File: src/rtl/pwm_fade_ctrl.sv
// Per-channel fade controller: ramps each channel's working level one LSB per
// prescaler tick toward its target and commits it to the PWM bank at period starts.
module pwm_fade_ctrl #(
   parameter int WIDTH      = 8,
   parameter int CHANNELS   = 3,
   parameter int PRESCALE_W = 16
) (
   input  logic                         clk,
   input  logic                         rst_n,
   input  logic [PRESCALE_W-1:0]        rate,
   input  logic [CHANNELS*WIDTH-1:0]    target,
   input  logic [CHANNELS-1:0]          load,
   input  logic                         period_start,
   output logic [CHANNELS*WIDTH-1:0]    level,
   output logic [CHANNELS-1:0]          busy,
   output logic [CHANNELS-1:0]          done
);

   // state    | meaning
   // S_IDLE   | level settled on target; ticks ignored
   // S_FADING | work steps toward tgt; finishes once work and level both equal tgt
   typedef enum logic {
      S_IDLE   = 1'b0,
      S_FADING = 1'b1
   } state_t;

   logic [PRESCALE_W-1:0] count_q;
   logic                  tick;
   logic [WIDTH-1:0]      tgt_q   [CHANNELS];
   logic [WIDTH-1:0]      work_q  [CHANNELS];
   state_t                state_q [CHANNELS];

   // >= rather than == so lowering rate below the current count cannot run away
   assign tick = (count_q >= rate);

   always_ff @(posedge clk) begin
      if (!rst_n) begin
         count_q <= '0;
         level   <= '0;
         busy    <= '0;
         done    <= '0;
         for (int i = 0; i < CHANNELS; i++) begin
            tgt_q[i]   <= '0;
            work_q[i]  <= '0;
            state_q[i] <= S_IDLE;
         end
      end else begin
         count_q <= tick ? '0 : count_q + PRESCALE_W'(1);
         for (int i = 0; i < CHANNELS; i++) begin
            done[i] <= 1'b0;
            if (period_start)
               level[i*WIDTH +: WIDTH] <= work_q[i];
            if (load[i]) begin
               // a load cycle never steps work, even when a tick coincides
               tgt_q[i]   <= target[i*WIDTH +: WIDTH];
               state_q[i] <= S_FADING;
               busy[i]    <= 1'b1;
            end else if (state_q[i] == S_FADING) begin
               if ((work_q[i] == tgt_q[i]) && (level[i*WIDTH +: WIDTH] == tgt_q[i])) begin
                  state_q[i] <= S_IDLE;
                  busy[i]    <= 1'b0;
                  done[i]    <= 1'b1;
               end else if (tick) begin
                  if (work_q[i] < tgt_q[i])
                     work_q[i] <= work_q[i] + WIDTH'(1);
                  else if (work_q[i] > tgt_q[i])
                     work_q[i] <= work_q[i] - WIDTH'(1);
               end
            end
         end
      end
   end

endmodule

File: config.mk
export PLATFORM = sky130hd
export DESIGN_NAME = pwm_fade_ctrl
export DESIGN_NICKNAME = d
export VERILOG_FILES = /design/src/rtl/pwm_fade_ctrl.sv
export SDC_FILE = /design/constraint.sdc
export NUM_CORES = 1
export LEC_CHECK = 0
export ABC_CLOCK_PERIOD_IN_PS = 3700
export CORE_MARGIN = 2
export CORE_UTILIZATION = 50
export CTS_BUF_LIST = sky130_fd_sc_hd__clkbuf_8 sky130_fd_sc_hd__clkbuf_16
export DETAILED_ROUTE_END_ITERATION = 8
export GPL_ROUTABILITY_DRIVEN = 0
export PLACE_DENSITY = 0.75
export SETUP_SLACK_MARGIN = 0.5
export SYNTH_ARGS = -nofsm -noshare
export SYNTH_HDL_FRONTEND = slang
export SYNTH_SLANG_ARGS = --single-unit
File: constraint.sdc
create_clock -name clk -period 3.7 [get_ports clk]
set_input_delay 0.37 -clock clk [delete_from_list [all_inputs] [get_ports clk]]
set_output_delay 0.37 -clock clk [all_outputs]
set_load 0.05 [all_outputs]
==> results_dict.tcl <==
set metrics [dict create \
    ctsHtreeMaxLevel 3 \
    worst_pin_slew_ns 0.893 \
    fin_crit_ns 3.59 \
    clock-sinks 97 \
    clock_latency_ns 0.35 \
    dr.pass1.iters 4 \
    drive_above_1_share 0.161 \
    cts_root_buffer "clkbuf_16" \
    die_y_um 112 \
    crit_arrival_ns 3.69 \
    syn-mean-instance-area_sq_um 9.87 \
    rows 39 \
    synthFlopType "edfxtp_1" \
    worstPathRequired_ns 3.80 \
    grt_setup_unrepaired "true" \
    yosysMostFrequentCell "ha_1" \
    setup_violations 0 \
    num-nets-final 818 \
    chipWidth_um 112 \
    ant_nets 0 \
    antenna_cells 0 \
    maxSlewViolCount 0 \
    drtIter0Drc 175 \
    seq_area_frac_synth 0.422 \
    drv_cap 0 \
    cts_tree "built" \
    setup.worst_path.start_class "register" \
    outcome "completed" \
    yosysWarnings 0 \
    hold_violations 0 \
    vias 4596 \
    slew_headroom 0.405 \
    peakVddDrop_v 0.000224 \
    grt_pass1_vias 4594 \
    ys_types 52 \
    drt_drc_violations_left 0 \
    syn_inst 587 \
    ys_top_cells_by_area "edfxtp_1, dfxtp_1, ha_1, xnor2_1, mux2i_1" \
    fin_hold_ws_ns 0.473 \
    syn-num-nets 690 \
    cts_inserted_buffers 9 \
    gr-total-overflow 0 \
    grt_pass1_wl_um 22200 \
    routed_via_density 5.33 \
    synth_area_leader_cell "edfxtp_1" \
    wl_um 13400 \
    min_path_type "reg2reg" \
    syn2layout_area_growth_pct 32.0 \
    final_cells 863 \
    fmax_mhz 279 \
    power_leakage_uw 0.00319 \
    pin_count 76 \
    clkTransAtPathRegs_ns 0.07 \
    grt.total_usage 0.222 \
    grt_max_degree 27 \
    crit_fanout 2 \
    fin_crit_sh 0.970 \
    ys_seq_elements 97 \
    powerDensity_nw_per_um2 345 \
    dpl.cell_count 827 \
    synth_area_sq_um 5790 \
    crit_path_end_kind "register" \
    grt_antenna_before_repair 0 \
    initial_utilization 0.510 \
    wl_per_cell_um 15.6 \
    cts_buffer_depth 2 \
    die_area_sq_um 12500 \
    io_buffers 75 \
    clock-skew-final_ns 0.0113 \
    path_class "reg2reg" \
    async_flop_share 0 \
    coreArea_sq_um 11400 \
    synth_enable_flop_cells 50 \
    dpl.hpwl_um 9770 \
    synth_top_area_frac 0.259 \
    synthTopCellsByCount "ha_1, inv_1, nor2_1" \
]
[final cells by class]
type | count | area, sq um
clock buffer | 13 | 303
clock inverter | 3 | 18.8
fill | 875 | 3720
inverter | 52 | 208
multi-input combinational | 426 | 3330
sequential | 97 | 2450
tap | 143 | 179
timing repair buffer | 129 | 1160
[layout by cell type, fill, tap and decap left out, types with 5 or more instances in the layout]
master,netlist,layout
ha_4,0,12
a21o_1,5,5
and2_1,28,28
nand3_1,12,12
nor2b_1,40,38
nor3_1,16,16
nor2_1,51,49
o21a_1,6,6
dfxtp_1,47,43
dlygate4sd2_1,0,12
inv_2,0,7
nand4_1,16,16
nand2_1,31,31
o21ai_0,12,10
xor2_1,14,13
inv_1,52,43
a21oi_1,26,22
edfxtp_1,50,50
and3_1,8,8
buf_6,0,5
mux2i_1,25,25
clkbuf_16,0,11
buf_4,2,49
ha_1,55,43
xnor2_1,34,34
clkdlybuf4s50_1,0,63
[through the flow]
stage / setup TNS (ns) / cell area (sq um) / power (uW) / utilization / worst slack (ns)
after detailed placement: -2.08 / 7050 / 1670 / 0.620 / -0.567
after global routing: -0.00136 / 7650 / 2750 / 0.673 / -0.00136
after floorplan: 0 / 5910 / 1520 / - / 0.0131
after CTS: 0 / 7540 / 2650 / 0.663 / 0.0905
final: 0 / 7650 / 2640 / 0.673 / 0.113
after global placement: -1.80 / 7050 / 1660 / 0.620 / -0.501
[flip-flops by register name, summed over array words and instances (netlist names)]
register	cells
tgt_q	24
count_q	16
done	3
work_q	24
busy	3
level	24
state_q	3
[routing by layer]
metal	up-vias	share of wire	global-route usage
li1	2284	-	-
met1	2183	0.45	0.289
met2	110	0.49	0.372
met3	19	0.043	0.0392
met4	0	0.017	0.0807
met5	-	0	0
[path summary, 6_finish.rpt]
path,cells after the start,slack [ns],from,end
max,13,0.11,count_q[9],work_q[1][7]
min,1,0.47,count_q[0],count_q[0]
max reg2reg,13,0.11,count_q[9],work_q[1][7]
min reg2reg,1,0.47,count_q[0],count_q[0]
[power by group]
group	switching (uW)	leakage [uW]	internal, uW
Combinational	213	0.00211	195
Clock	410	0.000164	574
Sequential	55.4	0.000910	1190
Total	678	0.00319	1960
[timing repair]
action / CTS / global route
resized for setup: 36 / 11
pin swaps: 24 / 23
hold buffers: 0 / 0
setup buffers: 13 / 7
endpoints found under the setup margin: 10 / 16
[kinds of logic after synthesis]
group           after synthesis  synth area share
buf+inv                      64            0.0430
compound gates               73            0.0825
xor+xnor                     50            0.0803
fa+ha+maj                    57             0.126
mux                          25            0.0432
flops                        97             0.422
simple gates                221             0.204
[worst max-delay path: stages, from the launching register on]
cell     delay [ns]
dfxtp_4        0.35
ha_4           0.26
nand4_1        0.12
or4_4          0.54
o211a_4        0.29
nor4b_4        0.27
ha_1           0.28
a21o_1         0.17
a21oi_2        0.15
nor2b_1        0.06
o21a_1         0.21
o41ai_2        0.23
xnor3_1        0.26
nor2b_4        0.13
No activity file was read; power rests on OpenSTA's default activity.
